$ cat src/rtl/qpu_exu_disp_oitf_if.sv
// qpu_exu_disp_oitf_if: dispatch-side instruction handshake and registered ALU issue bundle.
interface qpu_exu_disp_oitf_if #(
    parameter int XLEN      = 32,
    parameter int PC_W      = 32,
    parameter int RFIDX_W   = 5,
    parameter int DECINFO_W = 32,
    parameter int QUBIT_NUM = 8,
    parameter int PTR_W     = 2
);
    logic                 disp_i_valid;
    logic                 disp_i_ready;
    logic                 disp_i_rs1en;
    logic                 disp_i_rs2en;
    logic [RFIDX_W-1:0]   disp_i_rs1idx;
    logic [RFIDX_W-1:0]   disp_i_rs2idx;
    logic [XLEN-1:0]      disp_i_rs1;
    logic [XLEN-1:0]      disp_i_rs2;
    logic                 disp_i_rdwen;
    logic [RFIDX_W-1:0]   disp_i_rdidx;
    logic [DECINFO_W-1:0] disp_i_info;
    logic [XLEN-1:0]      disp_i_imm;
    logic [PC_W-1:0]      disp_i_pc;
    logic                 disp_i_measure;
    logic                 disp_i_fmr;
    logic [QUBIT_NUM-1:0] disp_i_qubitlist;
    logic                 disp_o_alu_valid;
    logic                 disp_o_alu_ready;
    logic [XLEN-1:0]      disp_o_alu_rs1;
    logic [XLEN-1:0]      disp_o_alu_rs2;
    logic                 disp_o_alu_rdwen;
    logic [RFIDX_W-1:0]   disp_o_alu_rdidx;
    logic [DECINFO_W-1:0] disp_o_alu_info;
    logic [XLEN-1:0]      disp_o_alu_imm;
    logic [PC_W-1:0]      disp_o_alu_pc;
    logic                 disp_o_alu_measure;
    logic                 disp_o_alu_fmr;
    logic [PTR_W-1:0]     disp_o_alu_itag;
    logic                 disp_o_alu_longpipe;

    modport slave (
        input  disp_i_valid, disp_i_rs1en, disp_i_rs2en, disp_i_rs1idx, disp_i_rs2idx,
               disp_i_rs1, disp_i_rs2, disp_i_rdwen, disp_i_rdidx, disp_i_info, disp_i_imm,
               disp_i_pc, disp_i_measure, disp_i_fmr, disp_i_qubitlist, disp_o_alu_ready,
        output disp_i_ready, disp_o_alu_valid, disp_o_alu_rs1, disp_o_alu_rs2, disp_o_alu_rdwen,
               disp_o_alu_rdidx, disp_o_alu_info, disp_o_alu_imm, disp_o_alu_pc,
               disp_o_alu_measure, disp_o_alu_fmr, disp_o_alu_itag, disp_o_alu_longpipe
    );

    modport master (
        output disp_i_valid, disp_i_rs1en, disp_i_rs2en, disp_i_rs1idx, disp_i_rs2idx,
               disp_i_rs1, disp_i_rs2, disp_i_rdwen, disp_i_rdidx, disp_i_info, disp_i_imm,
               disp_i_pc, disp_i_measure, disp_i_fmr, disp_i_qubitlist, disp_o_alu_ready,
        input  disp_i_ready, disp_o_alu_valid, disp_o_alu_rs1, disp_o_alu_rs2, disp_o_alu_rdwen,
               disp_o_alu_rdidx, disp_o_alu_info, disp_o_alu_imm, disp_o_alu_pc,
               disp_o_alu_measure, disp_o_alu_fmr, disp_o_alu_itag, disp_o_alu_longpipe
    );
endinterface

$ cat src/rtl/qpu_exu_disp_oitf.sv
// qpu_exu_disp_oitf: QPU dispatcher with integrated outstanding-instruction tracker;
// stalls on register/qubit hazards against in-flight long-pipe entries and issues through one register stage.
module qpu_exu_disp_oitf #(
    parameter int XLEN       = 32,
    parameter int PC_W       = 32,
    parameter int RFIDX_W    = 5,
    parameter int DECINFO_W  = 32,
    parameter int QUBIT_NUM  = 8,
    parameter int OITF_DEPTH = 4,
    parameter int PTR_W      = 2
) (
    input  logic                clk,
    input  logic                rst_n,
    qpu_exu_disp_oitf_if.slave  disp,
    input  logic                ret_ena,
    input  logic                flush_ena,
    output logic                oitf_empty,
    output logic                oitf_full,
    output logic [PTR_W:0]      oitf_count
);
    typedef struct packed {
        logic [XLEN-1:0]      rs1;
        logic [XLEN-1:0]      rs2;
        logic                 rdwen;
        logic [RFIDX_W-1:0]   rdidx;
        logic [DECINFO_W-1:0] info;
        logic [XLEN-1:0]      imm;
        logic [PC_W-1:0]      pc;
        logic                 measure;
        logic                 fmr;
        logic                 longpipe;
        logic [PTR_W-1:0]     itag;
    } pay_t;

    logic [OITF_DEPTH-1:0]                ent_v_q, ent_v_d;
    logic [OITF_DEPTH-1:0]                ent_rdwen_q, ent_rdwen_d;
    logic [OITF_DEPTH-1:0]                ent_meas_q, ent_meas_d;
    logic [OITF_DEPTH-1:0][RFIDX_W-1:0]   ent_rdidx_q, ent_rdidx_d;
    logic [OITF_DEPTH-1:0][QUBIT_NUM-1:0] ent_ql_q, ent_ql_d;
    logic [PTR_W-1:0]                     wptr_q, wptr_d, rptr_q, rptr_d;
    logic [PTR_W:0]                       count_q, count_d;
    logic                                 valid_q, valid_d;
    pay_t                                 pay_q, pay_d;
    logic                                 hazard, need_alloc, hs, alloc, ret_do;

    assign need_alloc = disp.disp_i_rdwen | disp.disp_i_measure;
    assign oitf_empty = (count_q == '0);
    assign oitf_full  = (count_q == (PTR_W+1)'(OITF_DEPTH));
    assign oitf_count = count_q;

    // Hazards look only at registered entries; a retire in this cycle frees nothing until the next.
    always_comb begin
        hazard = 1'b0;
        for (int i = 0; i < OITF_DEPTH; i++) begin
            hazard |= ent_v_q[i] & ent_rdwen_q[i] & (
                      (disp.disp_i_rs1en & (|disp.disp_i_rs1idx) & (ent_rdidx_q[i] == disp.disp_i_rs1idx))
                    | (disp.disp_i_rs2en & (|disp.disp_i_rs2idx) & (ent_rdidx_q[i] == disp.disp_i_rs2idx))
                    | (disp.disp_i_rdwen & (|disp.disp_i_rdidx)  & (ent_rdidx_q[i] == disp.disp_i_rdidx)));
            hazard |= ent_v_q[i] & ent_meas_q[i] & (disp.disp_i_fmr | disp.disp_i_measure)
                    & (|(ent_ql_q[i] & disp.disp_i_qubitlist));
        end
    end

    assign disp.disp_i_ready = rst_n & ~hazard & ~(need_alloc & oitf_full)
                             & (~valid_q | disp.disp_o_alu_ready) & ~flush_ena;
    assign hs     = disp.disp_i_valid & disp.disp_i_ready;
    assign alloc  = hs & need_alloc;
    assign ret_do = ret_ena & ~oitf_empty & ~flush_ena;

    always_comb begin
        ent_v_d     = ent_v_q;
        ent_rdwen_d = ent_rdwen_q;
        ent_meas_d  = ent_meas_q;
        ent_rdidx_d = ent_rdidx_q;
        ent_ql_d    = ent_ql_q;
        wptr_d      = wptr_q;
        rptr_d      = rptr_q;
        count_d     = count_q;
        valid_d     = valid_q;
        pay_d       = pay_q;
        if (flush_ena) begin
            ent_v_d = '0;
            wptr_d  = '0;
            rptr_d  = '0;
            count_d = '0;
            valid_d = 1'b0;
        end else begin
            if (ret_do) begin
                ent_v_d[rptr_q] = 1'b0;
                rptr_d          = rptr_q + PTR_W'(1);
            end
            if (hs) begin
                valid_d        = 1'b1;
                pay_d.rs1      = disp.disp_i_rs1;
                pay_d.rs2      = disp.disp_i_rs2;
                pay_d.rdwen    = disp.disp_i_rdwen;
                pay_d.rdidx    = disp.disp_i_rdidx;
                pay_d.info     = disp.disp_i_info;
                pay_d.imm      = disp.disp_i_imm;
                pay_d.pc       = disp.disp_i_pc;
                pay_d.measure  = disp.disp_i_measure;
                pay_d.fmr      = disp.disp_i_fmr;
                pay_d.longpipe = need_alloc;
                pay_d.itag     = wptr_q;
            end else if (disp.disp_o_alu_ready) begin
                valid_d = 1'b0;
            end
            if (alloc) begin
                ent_v_d[wptr_q]     = 1'b1;
                ent_rdwen_d[wptr_q] = disp.disp_i_rdwen;
                ent_rdidx_d[wptr_q] = disp.disp_i_rdidx;
                ent_meas_d[wptr_q]  = disp.disp_i_measure;
                ent_ql_d[wptr_q]    = disp.disp_i_qubitlist;
                wptr_d              = wptr_q + PTR_W'(1);
            end
            count_d = count_q + (PTR_W+1)'(alloc) - (PTR_W+1)'(ret_do);
        end
    end

    always_ff @(posedge clk or negedge rst_n) begin
        if (!rst_n) begin
            ent_v_q     <= '0;
            ent_rdwen_q <= '0;
            ent_meas_q  <= '0;
            ent_rdidx_q <= '0;
            ent_ql_q    <= '0;
            wptr_q      <= '0;
            rptr_q      <= '0;
            count_q     <= '0;
            valid_q     <= 1'b0;
            pay_q       <= '0;
        end else begin
            ent_v_q     <= ent_v_d;
            ent_rdwen_q <= ent_rdwen_d;
            ent_meas_q  <= ent_meas_d;
            ent_rdidx_q <= ent_rdidx_d;
            ent_ql_q    <= ent_ql_d;
            wptr_q      <= wptr_d;
            rptr_q      <= rptr_d;
            count_q     <= count_d;
            valid_q     <= valid_d;
            pay_q       <= pay_d;
        end
    end

    assign disp.disp_o_alu_valid    = valid_q;
    assign disp.disp_o_alu_rs1      = pay_q.rs1;
    assign disp.disp_o_alu_rs2      = pay_q.rs2;
    assign disp.disp_o_alu_rdwen    = pay_q.rdwen;
    assign disp.disp_o_alu_rdidx    = pay_q.rdidx;
    assign disp.disp_o_alu_info     = pay_q.info;
    assign disp.disp_o_alu_imm      = pay_q.imm;
    assign disp.disp_o_alu_pc       = pay_q.pc;
    assign disp.disp_o_alu_measure  = pay_q.measure;
    assign disp.disp_o_alu_fmr      = pay_q.fmr;
    assign disp.disp_o_alu_itag     = pay_q.itag;
    assign disp.disp_o_alu_longpipe = pay_q.longpipe;
endmodule
$ cat src/flat_wrapper.sv
// flat-port wrapper written by rule: the top's interface ports become plain ports
module qpu_exu_disp_oitf_flat 
#(
    parameter int XLEN       = 32,
    parameter int PC_W       = 32,
    parameter int RFIDX_W    = 5,
    parameter int DECINFO_W  = 32,
    parameter int QUBIT_NUM  = 8,
    parameter int OITF_DEPTH = 4,
    parameter int PTR_W      = 2
)
  (clk, rst_n, ret_ena, flush_ena, oitf_empty, oitf_full, oitf_count, disp_disp_i_valid, disp_disp_i_rs1en, disp_disp_i_rs2en, disp_disp_i_rs1idx, disp_disp_i_rs2idx, disp_disp_i_rs1, disp_disp_i_rs2, disp_disp_i_rdwen, disp_disp_i_rdidx, disp_disp_i_info, disp_disp_i_imm, disp_disp_i_pc, disp_disp_i_measure, disp_disp_i_fmr, disp_disp_i_qubitlist, disp_disp_o_alu_ready, disp_disp_i_ready, disp_disp_o_alu_valid, disp_disp_o_alu_rs1, disp_disp_o_alu_rs2, disp_disp_o_alu_rdwen, disp_disp_o_alu_rdidx, disp_disp_o_alu_info, disp_disp_o_alu_imm, disp_disp_o_alu_pc, disp_disp_o_alu_measure, disp_disp_o_alu_fmr, disp_disp_o_alu_itag, disp_disp_o_alu_longpipe);
  qpu_exu_disp_oitf_if #(.XLEN(XLEN), .PC_W(PC_W), .RFIDX_W(RFIDX_W), .DECINFO_W(DECINFO_W), .QUBIT_NUM(QUBIT_NUM), .PTR_W(PTR_W)) disp_i ();
  input  logic clk;
  input  logic rst_n;
  input  logic ret_ena;
  input  logic flush_ena;
  output logic oitf_empty;
  output logic oitf_full;
  output logic [PTR_W:0] oitf_count;
  input wire logic [$bits(disp_i.disp_i_valid)-1:0] disp_disp_i_valid;
  input wire logic [$bits(disp_i.disp_i_rs1en)-1:0] disp_disp_i_rs1en;
  input wire logic [$bits(disp_i.disp_i_rs2en)-1:0] disp_disp_i_rs2en;
  input wire logic [$bits(disp_i.disp_i_rs1idx)-1:0] disp_disp_i_rs1idx;
  input wire logic [$bits(disp_i.disp_i_rs2idx)-1:0] disp_disp_i_rs2idx;
  input wire logic [$bits(disp_i.disp_i_rs1)-1:0] disp_disp_i_rs1;
  input wire logic [$bits(disp_i.disp_i_rs2)-1:0] disp_disp_i_rs2;
  input wire logic [$bits(disp_i.disp_i_rdwen)-1:0] disp_disp_i_rdwen;
  input wire logic [$bits(disp_i.disp_i_rdidx)-1:0] disp_disp_i_rdidx;
  input wire logic [$bits(disp_i.disp_i_info)-1:0] disp_disp_i_info;
  input wire logic [$bits(disp_i.disp_i_imm)-1:0] disp_disp_i_imm;
  input wire logic [$bits(disp_i.disp_i_pc)-1:0] disp_disp_i_pc;
  input wire logic [$bits(disp_i.disp_i_measure)-1:0] disp_disp_i_measure;
  input wire logic [$bits(disp_i.disp_i_fmr)-1:0] disp_disp_i_fmr;
  input wire logic [$bits(disp_i.disp_i_qubitlist)-1:0] disp_disp_i_qubitlist;
  input wire logic [$bits(disp_i.disp_o_alu_ready)-1:0] disp_disp_o_alu_ready;
  output wire logic [$bits(disp_i.disp_i_ready)-1:0] disp_disp_i_ready;
  output wire logic [$bits(disp_i.disp_o_alu_valid)-1:0] disp_disp_o_alu_valid;
  output wire logic [$bits(disp_i.disp_o_alu_rs1)-1:0] disp_disp_o_alu_rs1;
  output wire logic [$bits(disp_i.disp_o_alu_rs2)-1:0] disp_disp_o_alu_rs2;
  output wire logic [$bits(disp_i.disp_o_alu_rdwen)-1:0] disp_disp_o_alu_rdwen;
  output wire logic [$bits(disp_i.disp_o_alu_rdidx)-1:0] disp_disp_o_alu_rdidx;
  output wire logic [$bits(disp_i.disp_o_alu_info)-1:0] disp_disp_o_alu_info;
  output wire logic [$bits(disp_i.disp_o_alu_imm)-1:0] disp_disp_o_alu_imm;
  output wire logic [$bits(disp_i.disp_o_alu_pc)-1:0] disp_disp_o_alu_pc;
  output wire logic [$bits(disp_i.disp_o_alu_measure)-1:0] disp_disp_o_alu_measure;
  output wire logic [$bits(disp_i.disp_o_alu_fmr)-1:0] disp_disp_o_alu_fmr;
  output wire logic [$bits(disp_i.disp_o_alu_itag)-1:0] disp_disp_o_alu_itag;
  output wire logic [$bits(disp_i.disp_o_alu_longpipe)-1:0] disp_disp_o_alu_longpipe;
  assign disp_i.disp_i_valid = disp_disp_i_valid;
  assign disp_i.disp_i_rs1en = disp_disp_i_rs1en;
  assign disp_i.disp_i_rs2en = disp_disp_i_rs2en;
  assign disp_i.disp_i_rs1idx = disp_disp_i_rs1idx;
  assign disp_i.disp_i_rs2idx = disp_disp_i_rs2idx;
  assign disp_i.disp_i_rs1 = disp_disp_i_rs1;
  assign disp_i.disp_i_rs2 = disp_disp_i_rs2;
  assign disp_i.disp_i_rdwen = disp_disp_i_rdwen;
  assign disp_i.disp_i_rdidx = disp_disp_i_rdidx;
  assign disp_i.disp_i_info = disp_disp_i_info;
  assign disp_i.disp_i_imm = disp_disp_i_imm;
  assign disp_i.disp_i_pc = disp_disp_i_pc;
  assign disp_i.disp_i_measure = disp_disp_i_measure;
  assign disp_i.disp_i_fmr = disp_disp_i_fmr;
  assign disp_i.disp_i_qubitlist = disp_disp_i_qubitlist;
  assign disp_i.disp_o_alu_ready = disp_disp_o_alu_ready;
  assign disp_disp_i_ready = disp_i.disp_i_ready;
  assign disp_disp_o_alu_valid = disp_i.disp_o_alu_valid;
  assign disp_disp_o_alu_rs1 = disp_i.disp_o_alu_rs1;
  assign disp_disp_o_alu_rs2 = disp_i.disp_o_alu_rs2;
  assign disp_disp_o_alu_rdwen = disp_i.disp_o_alu_rdwen;
  assign disp_disp_o_alu_rdidx = disp_i.disp_o_alu_rdidx;
  assign disp_disp_o_alu_info = disp_i.disp_o_alu_info;
  assign disp_disp_o_alu_imm = disp_i.disp_o_alu_imm;
  assign disp_disp_o_alu_pc = disp_i.disp_o_alu_pc;
  assign disp_disp_o_alu_measure = disp_i.disp_o_alu_measure;
  assign disp_disp_o_alu_fmr = disp_i.disp_o_alu_fmr;
  assign disp_disp_o_alu_itag = disp_i.disp_o_alu_itag;
  assign disp_disp_o_alu_longpipe = disp_i.disp_o_alu_longpipe;
  qpu_exu_disp_oitf #(.XLEN(XLEN), .PC_W(PC_W), .RFIDX_W(RFIDX_W), .DECINFO_W(DECINFO_W), .QUBIT_NUM(QUBIT_NUM), .OITF_DEPTH(OITF_DEPTH), .PTR_W(PTR_W)) u_core (.clk(clk), .rst_n(rst_n), .disp(disp_i), .ret_ena(ret_ena), .flush_ena(flush_ena), .oitf_empty(oitf_empty), .oitf_full(oitf_full), .oitf_count(oitf_count));
endmodule
$ cat config.mk
export PLATFORM = sky130hd
export DESIGN_NAME = qpu_exu_disp_oitf_flat
export DESIGN_NICKNAME = d
export VERILOG_FILES = /design/src/rtl/qpu_exu_disp_oitf_if.sv /design/src/rtl/qpu_exu_disp_oitf.sv /design/src/flat_wrapper.sv
export SDC_FILE = /design/constraint.sdc
export NUM_CORES = 1
export LEC_CHECK = 0
export ABC_AREA = 1
export CORE_MARGIN = 5
export CORE_UTILIZATION = 45
export DETAILED_ROUTE_END_ITERATION = 8
export PLACE_DENSITY = 0.79
export SLEW_MARGIN = 20
export SYNTH_ARGS = -nofsm -noshare
export SYNTH_HDL_FRONTEND = slang
export SYNTH_SLANG_ARGS = --single-unit
$ cat constraint.sdc
create_clock -name clk -period 3 [get_ports clk]
set_clock_uncertainty 0.15 [all_clocks]
set_input_delay 0.45 -clock clk [delete_from_list [all_inputs] [get_ports clk]]
set_output_delay 0.45 -clock clk [all_outputs]
set_load 0.02 [all_outputs]
==> summary.txt <==
Status
  – Status: complete, no violations

Placed design
  – Gp weighted congestion: 0.918
  – IO buf count: 371
  – Hpwl dp: 27000 microns

Critical path
  – CP most frequent cell: nand3_1
  – Crit-path cells: clkdlybuf4s50_1 > buf_4 > xnor2_1 > nand2_1 > nor2_1 > nand3_1 > nand3_1 > nand2_1 > nand3_1 > nor2_4 > clkdlybuf4s15_2
  – R2r startpoint: u_core.ent_ql_q[17]
  – Critical setup path kind: input pin to output port
  – Required @ worst endpoint: 2.40 ns
  – Critical Path Slowest Stage Cell: clkdlybuf4s50_1
  – Bufs and invs on worst path: 3
  – Crit path max fanout: 6
  – CP max stage delay: 0.62 ns
  – Worst setup startpoint: disp_disp_i_rs2idx[1]
  – CP Launch Type: input pin
  – CP arrival: 2.28 ns
  – Crit end category: output port
  – Family with the most delay on the worst path: buffers and inverters

Timing
  – Tmin final: 2.88 ns
  – Worst slew pin tran: 0.807 ns
  – Final period utilization: 96.0%
  – Min Hold Slack: 0.279 ns
  – RSZ-0062 raised after global routing: false
  – Max-slew headroom: 46.2%
  – Hold Vio Cnt, Final: 0
  – Pins Over Slew Limit: 0
  – Highest Clock Rate: 0.347 GHz
  – Final count of negative-setup-slack endpoints: 0

Power and ir drop
  – Max VDD drop: 0.554 mV
  – Sw Pwr: 4.79 mW
  – Register share of total power: 36.3%
  – Cell-internal power: 8.93 mW
  – Comb power frac: 36.5%
  – LEAKAGE: 8.38 nW
  – PnR Total Power: 13.7 mW
  – Switching Share: 34.9%
  – Clock power frac: 27.2%
  – Cell area power density: 842 mW/mm^2

Die
  – Core Footprint: 0.0236 sq mm
  – Die Y: 165 microns
  – Die area: 0.0273 sq mm
  – Initial Util: 46.0%
  – Die W: 165 microns
  – Top-Level Pins: 372
  – Num rows: 56

Clock network
  – H-tree levels: 1
  – Worst-path clk slew: 0.06 ns
  – Root buffer selected by CTS: clkbuf_16
  – Clock buffer depth: 3
  – CTS tree: done
  – CTS Buf Count: 27
  – # clock sinks: 243
  – Clk_lat worst skew: 0.55 ns

Yosys
  – Post-synthesis cell type count: 22
  – Synthesized instance count: 1355
  – Mux cell area share after synthesis: 0%
  – Cell Area, Synth: 0.0109 sq mm
  – Post-Synth XOR/XNOR Area: 3.79%
  – Fraction of the mapped netlist area in simple logic gates: 33.1%
  – Synth Area in Compound Gates: 0.599%
  – Syn Nets: 1560
  – Ys Warns: 0
  – Seq/Total Area, Yosys: 56.0%
  – Yosys reg bits: 243
  – Main combinational cell family by area after synthesis: simple AND/OR/NAND/NOR gates
  – Post-Synth Adder-Cell Area: 1.34%
  – Avg Cell Area, Syn: 8.02 sq um

Routing
  – Drt drc: 0
  – Drt wl/cell: 17.7 microns
  – First-pass DRT Iterations: 7
  – Final antenna-violating net count: 0
  – Via count: 10230
  – Drt via density: 4.92
  – Starting DRT DRC Count: 737
  – Total wire length: 36900 microns

Finish
  – Area occupied by multi-input gates: 0.00424 sq mm
  – Area Growth Syn to Fin: 50.0%
  – Commonest non-fill, non-tap cell in the layout: nand2_1
  – Final #Nets: 1944
  – Reg area: 0.00608 sq mm
  – Layout cell share with drive strength beyond 1: 6.94%
  – Commonest non-fill, non-tap cells in the layout: 771 x nand2_1, 368 x clkdlybuf4s50_1, 243 x dfrtp_1, 56 x nand4_1, 54 x buf_4
  – Layout fillers: 1849

Job
  – Max-Cap Viols: 0

Global route
  – Number of global-route vias before repair: 10472
  – Initial antenna violation count: 1
  – GRT Resource Usage Total: 26.2%
  – First-pass GRT wire length: 56200 microns
  – Total congestion overflow: 0
  – Largest net degree at the start of global routing: 155

Worst hold path
  – Hold Crit Class: input pin to flip-flop
  – Min-Delay Startpoint: disp_disp_i_rs1[29]
-- layout make-up --
type | count | area share (%)
clock inverters | 16 | 1.70
repair buffers | 438 | 26.9
multi-input cells | 979 | 26.0
clock buffers | 33 | 4.47
well taps | 319 | 2.45
flip-flops and latches | 243 | 37.3
diodes | 2 | 0.0307
inverters | 50 | 1.15
-- path summary, 6_finish.rpt --
| path | endpoint | slack, ns | depth (start not counted) |
|---|---|---|---|
| worst max-delay path | disp_disp_i_ready | 0.12 | 11 |
| worst min-delay path | u_core.disp.disp_o_alu_rs1[29] | 0.28 | 3 |
| worst max register to register | u_core.oitf_count[2] | 0.22 | 17 |
| worst min register to register | u_core.ent_meas_q[2] | 0.32 | 2 |
| max in group asynchronous | u_core.ent_ql_q[7] | 0.71 | 5 |
| min in group asynchronous | u_core.disp.disp_o_alu_imm[10] | 0.57 | 3 |
-- worst reg2reg max path, cell delays in order, from the launching register on --
cell and delay (ns):
dfrtp_1 0.40, nand2_1 0.08, nand2_1 0.06, nor2_1 0.12, nand2_1 0.06, nand2_1 0.05
nand2_1 0.05, o21ai_1 0.24, nand3_1 0.19, nor2_4 0.14, buf_4 0.14, nand3_1 0.09
inv_1 0.11, ha_1 0.14, inv_1 0.05, fa_1 0.37, xor2_1 0.17, nor2_1 0.10
-- registers in the layout, indices dropped and copies added (netlist names), 3 cells and up --
name                          flops
u_core.ent_v_q                    4
u_core.disp.disp_o_alu_rs2       32
u_core.ent_rdwen_q                4
u_core.ent_ql_q                  32
u_core.disp.disp_o_alu_rdidx      5
u_core.disp.disp_o_alu_info      32
u_core.oitf_count                 3
u_core.ent_meas_q                 4
u_core.disp.disp_o_alu_rs1       32
u_core.disp.disp_o_alu_imm       32
u_core.ent_rdidx_q               20
u_core.disp.disp_o_alu_pc        32
-- cell usage after synthesis --
master | count | area (sq um)
nand2_1 | 772 | 2900
dfrtp_1 | 243 | 6080
nand4_1 | 56 | 350
buf_2 | 50 | 250
nor2_1 | 47 | 176
inv_1 | 46 | 173
xor2_1 | 34 | 298
clkbuf_1 | 30 | 113
nand3_1 | 29 | 145
xnor2_1 | 13 | 114
ha_1 | 10 | 125
o21ai_1 | 9 | 45.0
inv_2 | 4 | 15.0
o21ai_0 | 3 | 15.0
buf_1 | 2 | 7.51
a21oi_1 | 1 | 5.00
clkbuf_2 | 1 | 5.00
fa_1 | 1 | 20.0
nor2_2 | 1 | 6.26
nor3_1 | 1 | 5.00
nor3_2 | 1 | 10.0
or2_2 | 1 | 6.26
-- per-stage QoR --
stage / TNS, ns / cell area (sq um) / instances / worst slack, ns / util (%)
2_1_floorplan: 0 / 10900 / 1355 / 0.150 / -
3_3_place_gp: -0.980 / 15200 / 2025 / -0.368 / 64.5
6_report: 0 / 16300 / 2080 / 0.119 / 69.0
5_1_grt: 0 / 16300 / 2078 / 0.0322 / 69.0
3_5_place_dp: -1.10 / 15200 / 2026 / -0.359 / 64.6
4_1_cts: 0 / 16300 / 2076 / 0.0132 / 68.9
-- power by group through the flow --
stage	sequential (mW)	clock [mW]	combinational, mW
after global placement	4.97	0	4.92
final	4.98	3.73	5.01
after CTS	4.98	3.80	5.06
after detailed placement	4.99	0	5.02
after floorplan	5.91	0	1.33
after global routing	5.11	3.93	5.39
-- cell families (layout without fill, tap and decap cells) --
group,count (synthesis),in the layout
and+or+nand+nor,908,908
DFF,243,243
buffers and inverters,133,537
xor gates and xnor gates,47,47
AOI/OAI and AO/OA,13,13
adders and majority gates,11,11
other,0,2
-- metal layers --
layer  vias up  wire length (microns)  part of all wire [%]  track usage, %
met3        96                   3030                   8.2            7.42
met4         2                   1830                   5.0            11.3
met1      4796                  13900                    38            31.2
met5         -                     20                 0.054               0
met2       418                  18100                    49            44.5
li1       4918                      -                     -               -
-- what timing repair did --
action,4_1_cts,5_1_grt
gates cloned,0,0
hold endpoints to repair,153,0
pin swaps,0,1
setup endpoints to repair,1,2
resized for setup,3,2
hold buffers,1,0
buffers inserted,0,2
(Power assumes the default switching activity.)
